**config.mk**
```make
export PLATFORM = sky130hd
export DESIGN_NAME = nvram_upload_reader_flat
export DESIGN_NICKNAME = d
export VERILOG_FILES = /design/src/rtl/nvram_upload_reader_if.sv /design/src/rtl/nvram_upload_reader.sv /design/src/flat_wrapper.sv
export SDC_FILE = /design/constraint.sdc
export NUM_CORES = 1
export LEC_CHECK = 0
export CAP_MARGIN = 40
export CORE_UTILIZATION = 40
export CTS_CLUSTER_DIAMETER = 50
export CTS_CLUSTER_SIZE = 12
export DETAILED_ROUTE_END_ITERATION = 8
export DONT_BUFFER_PORTS = 1
export PLACE_DENSITY_LB_ADDON = 0.05
export REMOVE_ABC_BUFFERS = 1
export SYNTH_ARGS = -nofsm -noshare
export SYNTH_HDL_FRONTEND = slang
export SYNTH_SLANG_ARGS = --single-unit
```
**constraint.sdc**
```tcl
create_clock -name clk_sys -period 1.8 [get_ports clk_sys]
set_input_delay 0.09 -clock clk_sys [delete_from_list [all_inputs] [get_ports clk_sys]]
set_output_delay 0.09 -clock clk_sys [all_outputs]
set_load 0.05 [all_outputs]
```
**src/rtl/nvram_upload_reader_if.sv**
```systemverilog
// Bundle of the hps_io upload signals and the NVRAM read port used by nvram_upload_reader.
// The slave modport is the reader; the master modport is the hps_io / RAM side.
interface nvram_upload_reader_if #(
    parameter int AW = 10
);
    // Handshakes:
    // - hps_io -> reader: ioctl_rd is a one-cycle strobe carrying ioctl_addr. ioctl_wait goes
    //   high the cycle after an accepted strobe and drops in the cycle ioctl_din holds the
    //   byte. Strobes seen while ioctl_wait is high are dropped.
    // - reader -> RAM: mem_rd is taken only when mem_busy is low, and mem_q is valid exactly
    //   one cycle after that accepted cycle.
    logic          ioctl_upload_req;
    logic          ioctl_upload;
    logic [7:0]    ioctl_index;
    logic          ioctl_rd;
    logic [24:0]   ioctl_addr;
    logic [7:0]    ioctl_din;
    logic          ioctl_wait;
    logic          mem_busy;
    logic          mem_rd;
    logic [AW-1:0] mem_addr;
    logic [7:0]    mem_q;

    modport slave (
        input  ioctl_upload,
        input  ioctl_index,
        input  ioctl_rd,
        input  ioctl_addr,
        input  mem_busy,
        input  mem_q,
        output ioctl_upload_req,
        output ioctl_din,
        output ioctl_wait,
        output mem_rd,
        output mem_addr
    );

    modport master (
        output ioctl_upload,
        output ioctl_index,
        output ioctl_rd,
        output ioctl_addr,
        output mem_busy,
        output mem_q,
        input  ioctl_upload_req,
        input  ioctl_din,
        input  ioctl_wait,
        input  mem_rd,
        input  mem_addr
    );
endinterface

```
**src/rtl/nvram_upload_reader.sv**
```systemverilog
// HPS save upload engine: requests an upload, serves ioctl byte reads from a
// 1-cycle-latency NVRAM and holds the game CPU paused while the upload runs.
module nvram_upload_reader #(
    parameter int AW    = 10,
    parameter int SIZE  = 1024,
    parameter int INDEX = 4
) (
    input  logic                 clk_sys,
    input  logic                 reset_n,
    input  logic                 save_trigger,
    nvram_upload_reader_if.slave bus,
    output logic                 cpu_pause,
    output logic                 upload_done,
    output logic [2:0]           dbg_state_o
);
    typedef enum logic [2:0] {
        S_IDLE    = 3'd0,
        S_REQ     = 3'd1,
        S_ARMED   = 3'd2,
        S_ISSUE   = 3'd3,
        S_CAPTURE = 3'd4
    } state_t;

    localparam logic [AW:0]   SIZE_C      = (AW + 1)'(SIZE);
    localparam logic [24:0]   SIZE_ADDR_C = 25'(SIZE);
    localparam logic [7:0]    INDEX_C     = 8'(INDEX);

    state_t        state_q;
    logic          trig_q;
    logic          upload_q;
    logic          active_q;
    logic          req_q;
    logic [7:0]    din_q;
    logic          wait_q;
    logic          issue_q;
    logic          ff_pend_q;
    logic [AW-1:0] addr_q;
    logic          pause_q;
    logic          done_q;
    logic [AW:0]   cnt_q;
    logic [AW:0]   cnt_d;

    logic active;
    logic active_rise;
    logic trig_rise;
    logic upload_fall;
    logic rd_ok;
    logic addr_oor;

    assign active      = bus.ioctl_upload && (bus.ioctl_index == INDEX_C);
    assign active_rise = active && !active_q;
    assign trig_rise   = save_trigger && !trig_q;
    assign upload_fall = upload_q && !bus.ioctl_upload;
    // A strobe arriving while a read is still outstanding is a protocol violation and dropped.
    assign rd_ok       = bus.ioctl_rd && active && !wait_q;
    assign addr_oor    = bus.ioctl_addr >= SIZE_ADDR_C;
    assign cnt_d       = (cnt_q == SIZE_C) ? cnt_q : cnt_q + 1'b1;

    always_ff @(posedge clk_sys) begin
        if (!reset_n) begin
            state_q   <= S_IDLE;
            trig_q    <= 1'b0;
            upload_q  <= 1'b0;
            active_q  <= 1'b0;
            req_q     <= 1'b0;
            din_q     <= 8'h00;
            wait_q    <= 1'b0;
            issue_q   <= 1'b0;
            ff_pend_q <= 1'b0;
            addr_q    <= '0;
            pause_q   <= 1'b0;
            done_q    <= 1'b0;
            cnt_q     <= '0;
        end else begin
            trig_q   <= save_trigger;
            upload_q <= bus.ioctl_upload;
            active_q <= active;
            req_q    <= 1'b0;
            done_q   <= 1'b0;

            unique case (state_q)
                S_IDLE: begin
                    // An upload started by hps_io on its own is served like a requested one.
                    if (active_rise) begin
                        state_q <= S_ARMED;
                        pause_q <= 1'b1;
                    end else if (trig_rise && !bus.ioctl_upload) begin
                        state_q <= S_REQ;
                        req_q   <= 1'b1;
                    end
                end

                S_REQ: begin
                    state_q <= S_ARMED;
                end

                S_ARMED, S_ISSUE, S_CAPTURE: begin
                    if (upload_fall) begin
                        state_q   <= S_IDLE;
                        wait_q    <= 1'b0;
                        pause_q   <= 1'b0;
                        issue_q   <= 1'b0;
                        ff_pend_q <= 1'b0;
                        done_q    <= (cnt_q == SIZE_C);
                        cnt_q     <= '0;
                    end else if (state_q == S_ARMED) begin
                        pause_q <= active;
                        if (ff_pend_q) begin
                            din_q     <= 8'hFF;
                            wait_q    <= 1'b0;
                            ff_pend_q <= 1'b0;
                        end else if (rd_ok) begin
                            wait_q <= 1'b1;
                            addr_q <= bus.ioctl_addr[AW-1:0];
                            if (addr_oor) begin
                                ff_pend_q <= 1'b1;
                            end else begin
                                state_q <= S_ISSUE;
                                issue_q <= 1'b1;
                            end
                        end
                    end else if (state_q == S_ISSUE) begin
                        if (!bus.mem_busy) begin
                            issue_q <= 1'b0;
                            state_q <= S_CAPTURE;
                        end
                    end else begin
                        din_q   <= bus.mem_q;
                        wait_q  <= 1'b0;
                        cnt_q   <= cnt_d;
                        state_q <= S_ARMED;
                    end
                end

                default: begin
                    state_q <= S_IDLE;
                end
            endcase
        end
    end

    // The read enable is gated live by mem_busy so the request is only taken on a free cycle.
    assign bus.mem_rd           = issue_q && !bus.mem_busy;
    assign bus.mem_addr         = addr_q;
    assign bus.ioctl_upload_req = req_q;
    assign bus.ioctl_din        = din_q;
    assign bus.ioctl_wait       = wait_q;
    assign cpu_pause            = pause_q;
    assign upload_done          = done_q;
    assign dbg_state_o          = state_q;
endmodule

```
**src/flat_wrapper.sv**
```systemverilog
// flat-port wrapper written by rule: the top's interface ports become plain ports
module nvram_upload_reader_flat 
#(
    parameter int AW    = 10,
    parameter int SIZE  = 1024,
    parameter int INDEX = 4
)
  (clk_sys, reset_n, save_trigger, cpu_pause, upload_done, dbg_state_o, bus_ioctl_upload, bus_ioctl_index, bus_ioctl_rd, bus_ioctl_addr, bus_mem_busy, bus_mem_q, bus_ioctl_upload_req, bus_ioctl_din, bus_ioctl_wait, bus_mem_rd, bus_mem_addr);
  nvram_upload_reader_if #(.AW(AW)) bus_i ();
  input  logic clk_sys;
  input  logic reset_n;
  input  logic save_trigger;
  output logic cpu_pause;
  output logic upload_done;
  output logic [2:0] dbg_state_o;
  input wire logic [$bits(bus_i.ioctl_upload)-1:0] bus_ioctl_upload;
  input wire logic [$bits(bus_i.ioctl_index)-1:0] bus_ioctl_index;
  input wire logic [$bits(bus_i.ioctl_rd)-1:0] bus_ioctl_rd;
  input wire logic [$bits(bus_i.ioctl_addr)-1:0] bus_ioctl_addr;
  input wire logic [$bits(bus_i.mem_busy)-1:0] bus_mem_busy;
  input wire logic [$bits(bus_i.mem_q)-1:0] bus_mem_q;
  output wire logic [$bits(bus_i.ioctl_upload_req)-1:0] bus_ioctl_upload_req;
  output wire logic [$bits(bus_i.ioctl_din)-1:0] bus_ioctl_din;
  output wire logic [$bits(bus_i.ioctl_wait)-1:0] bus_ioctl_wait;
  output wire logic [$bits(bus_i.mem_rd)-1:0] bus_mem_rd;
  output wire logic [$bits(bus_i.mem_addr)-1:0] bus_mem_addr;
  assign bus_i.ioctl_upload = bus_ioctl_upload;
  assign bus_i.ioctl_index = bus_ioctl_index;
  assign bus_i.ioctl_rd = bus_ioctl_rd;
  assign bus_i.ioctl_addr = bus_ioctl_addr;
  assign bus_i.mem_busy = bus_mem_busy;
  assign bus_i.mem_q = bus_mem_q;
  assign bus_ioctl_upload_req = bus_i.ioctl_upload_req;
  assign bus_ioctl_din = bus_i.ioctl_din;
  assign bus_ioctl_wait = bus_i.ioctl_wait;
  assign bus_mem_rd = bus_i.mem_rd;
  assign bus_mem_addr = bus_i.mem_addr;
  nvram_upload_reader #(.AW(AW), .SIZE(SIZE), .INDEX(INDEX)) u_core (.clk_sys(clk_sys), .reset_n(reset_n), .save_trigger(save_trigger), .bus(bus_i), .cpu_pause(cpu_pause), .upload_done(upload_done), .dbg_state_o(dbg_state_o));
endmodule
```
Word-level counts from Yosys, hierarchy flattened --
Index checks and enable logic that the tools add are counted.
Operators by class: eq/ne operators 24, order comparisons 1, muxes and demuxes 39, bitwise gates (word level) 4, reduce and logical (&&, ||, !) cells 28, add/sub/neg operators 1
Operator list (count):
- 2-to-1 mux 11 bit | 4
- 2-to-1 mux 3 bit | 9
- >= comparator 25 x 11 -> 1 bit, second input constant | 1
- 2-to-1 mux 8 bit | 3
- 2-to-1 mux 1 bit | 21
- != test 3 x 1 -> 1 bit, second input constant | 5
- != test 2 x 1 -> 1 bit, second input constant | 6
- adder 11 x 1 -> 11 bit, second input constant | 1
- == test 11 bit, second input constant | 1
- AND reduction 5 bit | 2
- one-hot mux 3 bit (3 select lines) | 1
- AND reduction 3 bit | 3
- == test 8 x 3 -> 1 bit, second input constant | 1
- logical AND 1 bit | 8
- AND reduction 4 bit | 2
- == test 3 x 2 -> 1 bit, second input constant | 2
- AND reduction 6 bit | 1
- OR reduction 3 bit | 2
- logical NOT 1 bit | 5
- != test 5 x 3 -> 1 bit, second input constant | 1
- != test 4 x 1 -> 1 bit, second input constant | 1
- != test 4 x 2 -> 1 bit, second input constant | 1
- != test 4 x 3 -> 1 bit, second input constant | 1
- != test 4 bit, second input constant | 1
- other kinds (10) | 14
Storage, ports and cells: flip-flop bits (word level) 41, input bits 47, logic and storage cells 110, output and inout bits 26

Depth between registers and ports, before layout --
Gate-level depths: netlist of run 1.
depth after elaboration 9, mapped depth 6, mapped depth without buffers 6

Least setup slack after synthesis of run 1 --
No wires, ideal clock.
kind register to register, start point register u_core.state_q[2] (netlist: u_core.dbg_state_o[2]), end point register u_core.cnt_q[5], arrival 1.759 ns, setup slack -0.082 ns, required time 1.677 ns, clock period less this slack 1.882 ns, setup time 0.123 ns, cell stages (with the launch flop) 7, path buffers 2, cell sequence dfxtp_1 buf_2 nor3b_4 buf_2 nand4_1 xor2_1 nor2_1
On the way: word-level cells in the longest chain between the ends 3, elaborated cells on any way between the ends 7, classes of those cells eq/ne: 5; reduce/logical: 2
Ends and longest elaborated chain:
- start: declaration | RTL line nvram_upload_reader.sv:28 | state_t state_q;
- start signal: assignment | RTL line nvram_upload_reader.sv:61 | state_q <= S_IDLE;
- start signal: assignment | RTL line nvram_upload_reader.sv:85 | state_q <= S_ARMED;
- start signal: assignment | RTL line nvram_upload_reader.sv:88 | state_q <= S_REQ;
- == test 3 x 2 -> 1 bit, or another cell as far along | RTL line nvram_upload_reader.sv:81, nvram_upload_reader.sv:106
- != test 2 x 1 -> 1 bit (no source line) / OR reduction 3 bit (equally long branches)
- AND reduction 4 bit (no source line) *
- end signal: assignment | RTL line nvram_upload_reader.sv:130 | cnt_q <= cnt_d;
- end: declaration | RTL line nvram_upload_reader.sv:40 | logic [AW:0] cnt_q;
Every way passes the cells marked *; elsewhere a longest branch is shown, timed or not. A chain may end at the register's enable or synchronous reset.

Worst setup path in the final report of run 1 --
start point register u_core.cnt_q[1], end point register u_core.cnt_q[1]
On the way: word-level cells in the longest chain between the ends 5, elaborated cells on any way between the ends 8, classes of those cells add/sub: 1; eq/ne: 2; mux: 4; reduce/logical: 1
Ends and longest elaborated chain:
- adder 11 x 1 -> 11 bit | RTL line nvram_upload_reader.sv:57 | assign cnt_d = (cnt_q == SIZE_C) ? cnt_q : cnt_q + 1'b1;
- 2-to-1 mux 11 bit | RTL line nvram_upload_reader.sv:57
- 2-to-1 mux 11 bit | RTL line nvram_upload_reader.sv:122 | end else if (state_q == S_ISSUE) begin
- 2-to-1 mux 11 bit | RTL line nvram_upload_reader.sv:106 | end else if (state_q == S_ARMED) begin
- 2-to-1 mux 11 bit | RTL line nvram_upload_reader.sv:98 | if (upload_fall) begin
Parallel ways exist; a longest one is shown, timed or not. The select of a mux whose other input is x is not followed.

==> results_dict.tcl, run 1 <==
set metrics [dict create \
    status "finished clean" \
    ys_types 46 \
    antennaDiodeCount 0 \
    grt_overflow 0 \
    busiest_layer "met2" \
    synth.avg_cell_area_sq_um 8.51 \
    required_ns 1.96 \
    grt_pass1_wl_mm 8.39 \
    drv_slew 0 \
    yosys_warnings 0 \
    clk_pin_slew_ns 0.08 \
    ioPinCount 73 \
    seq_area_frac_synth_pct 41.2 \
    power.leakage_nw 0.940 \
    whs_ns 0.00735 \
    arrival_ns 1.89 \
    critPathKind "reg2reg" \
    switchingPower_mw 0.422 \
    finClkSkew_ns 0.00645 \
    fin_crit_sh_pct 96.2 \
    synth_most_common_cell "dfxtp_1" \
    ant_nets 0 \
    netlist_area_sq_um 1990 \
    synth_cells 234 \
    p_sw_share_pct 24.0 \
    numClockSinks 41 \
    cp-start-kind "flop" \
    port_buffers 0 \
    cp-end-kind "flop" \
    die_area_sq_um 5260 \
    final_core_util_pct 54.9 \
    rsz0062_at_grt "true" \
    yosysTopAreaCell "dfxtp_1" \
    gr-usage-met3_pct 5.28 \
    track_usage_pct 20.3 \
    dp_hpwl_mm 3.67 \
    setup_violations 0 \
    core_area_sq_um 4750 \
    synth_edf_count 0 \
    initial_core_util_pct 41.9 \
    tightest_slew_ns 0.662 \
    drive_gt1_share_pct 19.1 \
    final_nets 330 \
    die_w_microns 72.5 \
    drtIter0Drc 149 \
    grt_max_degree 17 \
    peakVddDrop_v 0.000392 \
    routedWlPerCell_microns 14.9 \
    drtPass1Iterations 4 \
    synthArstFlopShare_pct 0 \
    critical_path.max_fanout 4 \
    cellPowerDensity_nw_per_um2 673 \
    p_int_mw 1.33 \
    cts_tree "done" \
    syn_to_final_growth_pct 31.2 \
    netlist_top_cells_area "dfxtp_1 (41%), a21oi_1 (5.8%), nor2_1 (5.5%)" \
    final_hold_viol_count 0 \
    root_buffer "clkbuf_8" \
    period_needed_ns 1.73 \
    fin_ws_ns 0.0686 \
    pwr-share-comb_pct 8.7 \
    ys.flop_type "dfxtp_1" \
    routed_wirelength_mm 5.22 \
    place_worst_setup_slack_ns 0.0151 \
    vias 1941 \
    met2_usage_pct 35.4 \
    synth_common_cells "dfxtp_1 (41), nor2_1 (29), a21oi_1 (23)" \
    hold_class "in2reg" \
    clk_latency_ns 0.29 \
    antenna_found_initial 0 \
    p_seq_share_pct 53.3 \
    grt_pass1_vias 1848 \
    drc 0 \
    clockBufferDepth 2 \
    maxCapViolations 0 \
    cts_buffers 5 \
    cts_htree_levels 2 \
    ys_ff_latch 41 \
    avgViaCountPerCell 5.56 \
    die_h_microns 72.5 \
    gp_congestion 0.814 \
    max_freq_ghz 0.578 \
    placementRows 25 \
    clkPwrFrac_pct 37.9 \
    relSlewSlack_pct 55.6 \
    synth_top_area_share_pct 41.2 \
    gr-usage-met1_pct 24.0 \
    post-cts-setup-buffers 0 \
]
cell usage in the layout (no fill, tap or decap), drive strengths merged, types with 7 or more instances in the layout:
cell type	Yosys	layout
buf	5	29
a211oi	10	10
dlygate4sd3	0	23
nand3	17	17
nand2	7	7
or3	7	7
a21oi	23	23
o21ai	15	15
nor2	29	29
dfxtp	41	41
clkbuf	7	7
layer usage:
| layer | wire, microns | vias up |
|---|---|---|
| met3 | 304 | 15 |
| met1 | 2250 | 902 |
| met2 | 2550 | 84 |
| li1 | - | 940 |
| met5 | 0 | - |
| met4 | 112 | 0 |
worst max-delay path, cell delays in order, from the launching register on:
cell and delay (ns):
dfxtp_4 0.36, inv_2 0.04, ha_1 0.11, or4bb_4 0.49
or3_4 0.42, nand4_1 0.10, a21oi_2 0.08
power groups by stage:
stage	sequential (mW)	combinational (mW)	clock [mW]
floorplan	0.973	0.0655	0
global placement	0.961	0.108	0
detailed placement	0.961	0.110	0
CTS	0.939	0.152	0.676
global route	0.939	0.167	0.725
finish	0.938	0.153	0.667
flip-flops by register name (all words and copies together) (netlist names):
name / flops
u_core.dbg_state_o: 3
u_core.active_q: 1
u_core.trig_q: 1
u_core.upload_q: 1
u_core.bus.mem_addr: 10
u_core.bus.ioctl_upload_req: 1
u_core.issue_q: 1
u_core.upload_done: 1
u_core.ff_pend_q: 1
u_core.cnt_q: 11
u_core.cpu_pause: 1
u_core.bus.ioctl_din: 8
u_core.bus.ioctl_wait: 1
path summary, 6_finish.rpt:
path	startpoint	to	slack (ns)	cells past startpoint
worst min-delay path	bus_mem_busy	u_core.dbg_state_o[2]	0.007	3
worst max register to register	u_core.cnt_q[1]	u_core.cnt_q[1]	0.07	6
worst min register to register	u_core.bus.mem_addr[4]	u_core.bus.mem_addr[4]	0.48	2
worst max-delay path	u_core.cnt_q[1]	u_core.cnt_q[1]	0.07	6
area by class of cell:
class,count,area [sq um]
clock inverters,1,5.00
repair buffers,52,460
fillers,455,2140
clock buffers,7,96.3
well taps,67,83.8
inverters,5,18.8
multi-input cells,176,1120
flip-flops and latches,41,825
stage by stage:
| step | TNS [ns] | power [mW] | cells | cell area, sq um |
|---|---|---|---|---|
| global placement | 0 | 1.07 | 318 | 2250 |
| floorplan | -5.98 | 1.04 | 222 | 1940 |
| CTS | 0 | 1.77 | 349 | 2600 |
| finish | 0 | 1.76 | 349 | 2610 |
| detailed placement | 0 | 1.07 | 318 | 2250 |
| global route | -0.0320 | 1.83 | 349 | 2610 |
cells by family after synthesis:
group,Yosys count,synth area share (%)
AO/OA/AOI/OAI,57,18.4
XOR/XNOR,7,3.08
adder cells (fa/ha/maj),2,1.26
buffers and inverters,17,3.65
flip-flops,41,41.2
multiplexers,1,0.503
AND/OR/NAND/NOR,109,31.9
what timing repair did:
item,4_1_cts,5_1_grt
pin swaps,0,3
hold buffers,23,0
resized for setup,3,5
endpoints found under the hold margin,27,0
setup endpoints to repair,1,6
cloned,0,0
Note: power is estimated with default switching activity, not from simulation.
==> run 2, diff against run 1 <==
--- a/config.mk
+++ b/config.mk
@@ -6,7 +6,7 @@
 export NUM_CORES = 1
 export LEC_CHECK = 0
 export CAP_MARGIN = 40
-export CORE_UTILIZATION = 40
+export CORE_UTILIZATION = 25
 export CTS_CLUSTER_DIAMETER = 50
 export CTS_CLUSTER_SIZE = 12
 export DETAILED_ROUTE_END_ITERATION = 8
==> constraint.sdc (replaced) <==
create_clock -name clk_sys -period 2 [get_ports clk_sys]
set_input_delay 0.1 -clock clk_sys [delete_from_list [all_inputs] [get_ports clk_sys]]
set_output_delay 0.1 -clock clk_sys [all_outputs]
set_load 0.05 [all_outputs]
==> results_dict.tcl, run 2 (synthesis results as in run 1) <==
set metrics [dict create \
    status "finished clean" \
    root_buffer "clkbuf_8" \
    reg2reg_depth 6 \
    tightest_slew_ns 0.726 \
    numClockSinks 41 \
    ioPinCount 73 \
    drive_gt1_share_pct 14.4 \
    cellPowerDensity_nw_per_um2 613 \
    post-route-cell-area_sq_um 2500 \
    drtIter0Drc 22 \
    cts_buffers 5 \
    r2r_end "u_core.cnt_q[1]" \
    vias 1812 \
    setup_violations 0 \
    syn_to_final_growth_pct 25.6 \
    finClkSkew_ns 0.00817 \
    power.leakage_nw 0.859 \
    track_usage_pct 13.7 \
    cp-end-kind "flop" \
    final_hold_viol_count 0 \
    dpl_cell_area_sq_um 2210 \
    clockBufferDepth 2 \
    routed_wirelength_mm 5.51 \
    drc 0 \
    ant_nets 0 \
    peakVddDrop_v 0.000257 \
    fin_setup_tns_ns 0 \
    die_h_microns 91.2 \
    arrival_ns 2.04 \
    die_area_sq_um 8320 \
    drv_slew 0 \
    regMostFlops "u_core.cnt_q" \
    largest_reg_flops 11 \
    period_needed_ns 1.82 \
    initial_core_util_pct 25.8 \
    crit_slowest_cell "or4bb_1" \
    cts_htree_levels 2 \
    final_nets 318 \
    final_cell_mix "dfxtp_1 (41), nor2_1 (29), a21oi_1 (23)" \
    relSlewSlack_pct 51.4 \
    grt_overflow 0 \
    required_ns 2.23 \
    max_freq_ghz 0.551 \
    drtPass1Iterations 4 \
    rsz0062_at_grt "false" \
    crit_path_max_incr_delay_ns 0.52 \
    critical_path.max_fanout 5 \
    fin_cells 372 \
    reg2reg_setup_slack_ns 0.18 \
    clk_pin_slew_ns 0.09 \
    clk_latency_ns 0.29 \
    fin_crit_sh_pct 90.8 \
    gp_congestion 0.759 \
    hold_start "bus_ioctl_rd" \
    dp_hpwl_mm 4.11 \
    r2r_start "u_core.cnt_q[0]" \
    grt_max_degree 17 \
    maxCapViolations 0 \
    antenna_found_initial 0 \
    avgViaCountPerCell 4.87 \
    hold_class "in2reg" \
    min_to "u_core.bus.ioctl_wait" \
    power_mw 1.53 \
    antennaDiodeCount 0 \
    dp.cells 344 \
    grt_pass1_vias 1784 \
    crit_chain "inv_1 -> ha_1 -> or4bb_1 -> o31ai_1 -> nand3_1 -> a21oi_1" \
    whs_path_depth 2 \
    post-cts-setup-buffers 0 \
    critPathKind "reg2reg" \
    core_area_sq_um 7730 \
    placementRows 32 \
    port_buffers 0 \
    die_w_microns 91.2 \
    cp-start-kind "flop" \
    cts_tree "done" \
    grt_pass1_wl_mm 8.96 \
    routedWlPerCell_microns 14.8 \
    final_common_cell "dfxtp_1" \
]
-- run 2: per-layer routing --
layer	up-vias	GRT usage, %	share of wire (%)
met4	0	4.89	1.4
met3	6	3.94	5.4
met1	826	17.1	47
met5	-	0	0
li1	925	-	-
met2	55	22.3	46
-- run 2: final cells by class --
type | count | area [sq um]
clock buffer | 5 | 68.8
inverter | 5 | 18.8
sequential | 41 | 821
fill | 819 | 5230
timing repair buffer | 40 | 350
multi-input combinational | 176 | 1100
tap | 102 | 128
clock inverter | 3 | 17.5
-- run 2: critical path: cells and delay by family (launching register included) --
kind                     cells  cell delay, ns
AO/OA/AOI/OAI                2            0.55
adder cells (fa/ha/maj)      1            0.13
buffers and inverters        1            0.07
flip-flops                   1            0.35
AND/OR/NAND/NOR              2            0.64
-- run 2: repair_timing --
item                       4_1_cts  5_1_grt
setup endpoints to repair        0        0
gates resized for setup          0        0
hold buffers                    20        0
hold endpoints to repair        22        0
-- run 2: per-stage QoR --
stage | hold WS [ns] | util [%] | setup WS [ns]
CTS | 0.00176 | 32.4 | 0.195
global placement | 0.223 | 28.6 | 0.208
floorplan | 0.214 | - | -0.139
global route | 0.000745 | 32.4 | 0.0563
finish | 0.00618 | 32.4 | 0.184
detailed placement | 0.225 | 28.7 | 0.224
-- run 2: how the worst max path moves through the flow --
| stage | startpoint | to | slack (ns) | depth (start not counted) |
|---|---|---|---|---|
| 3_3_place_gp | u_core.cnt_q[0] | u_core.cnt_q[0] | 0.21 | 6 |
| 3_5_place_dp | u_core.cnt_q[0] | u_core.cnt_q[0] | 0.22 | 6 |
| 4_1_cts | u_core.cnt_q[0] | u_core.cnt_q[0] | 0.20 | 6 |
| 6_report | u_core.cnt_q[0] | u_core.cnt_q[1] | 0.18 | 6 |
| 2_1_floorplan | u_core.dbg_state_o[1] | u_core.ff_pend_q | -0.14 | 4 |
| 5_1_grt | u_core.dbg_state_o[1] | u_core.bus.mem_addr[8] | 0.06 | 5 |
-- run 2: where the power goes --
part	leakage, nW	switching, mW	internal, mW
sequential	0.331	0.0235	0.824
clock	0.0439	0.309	0.241
combinational	0.484	0.0707	0.0658
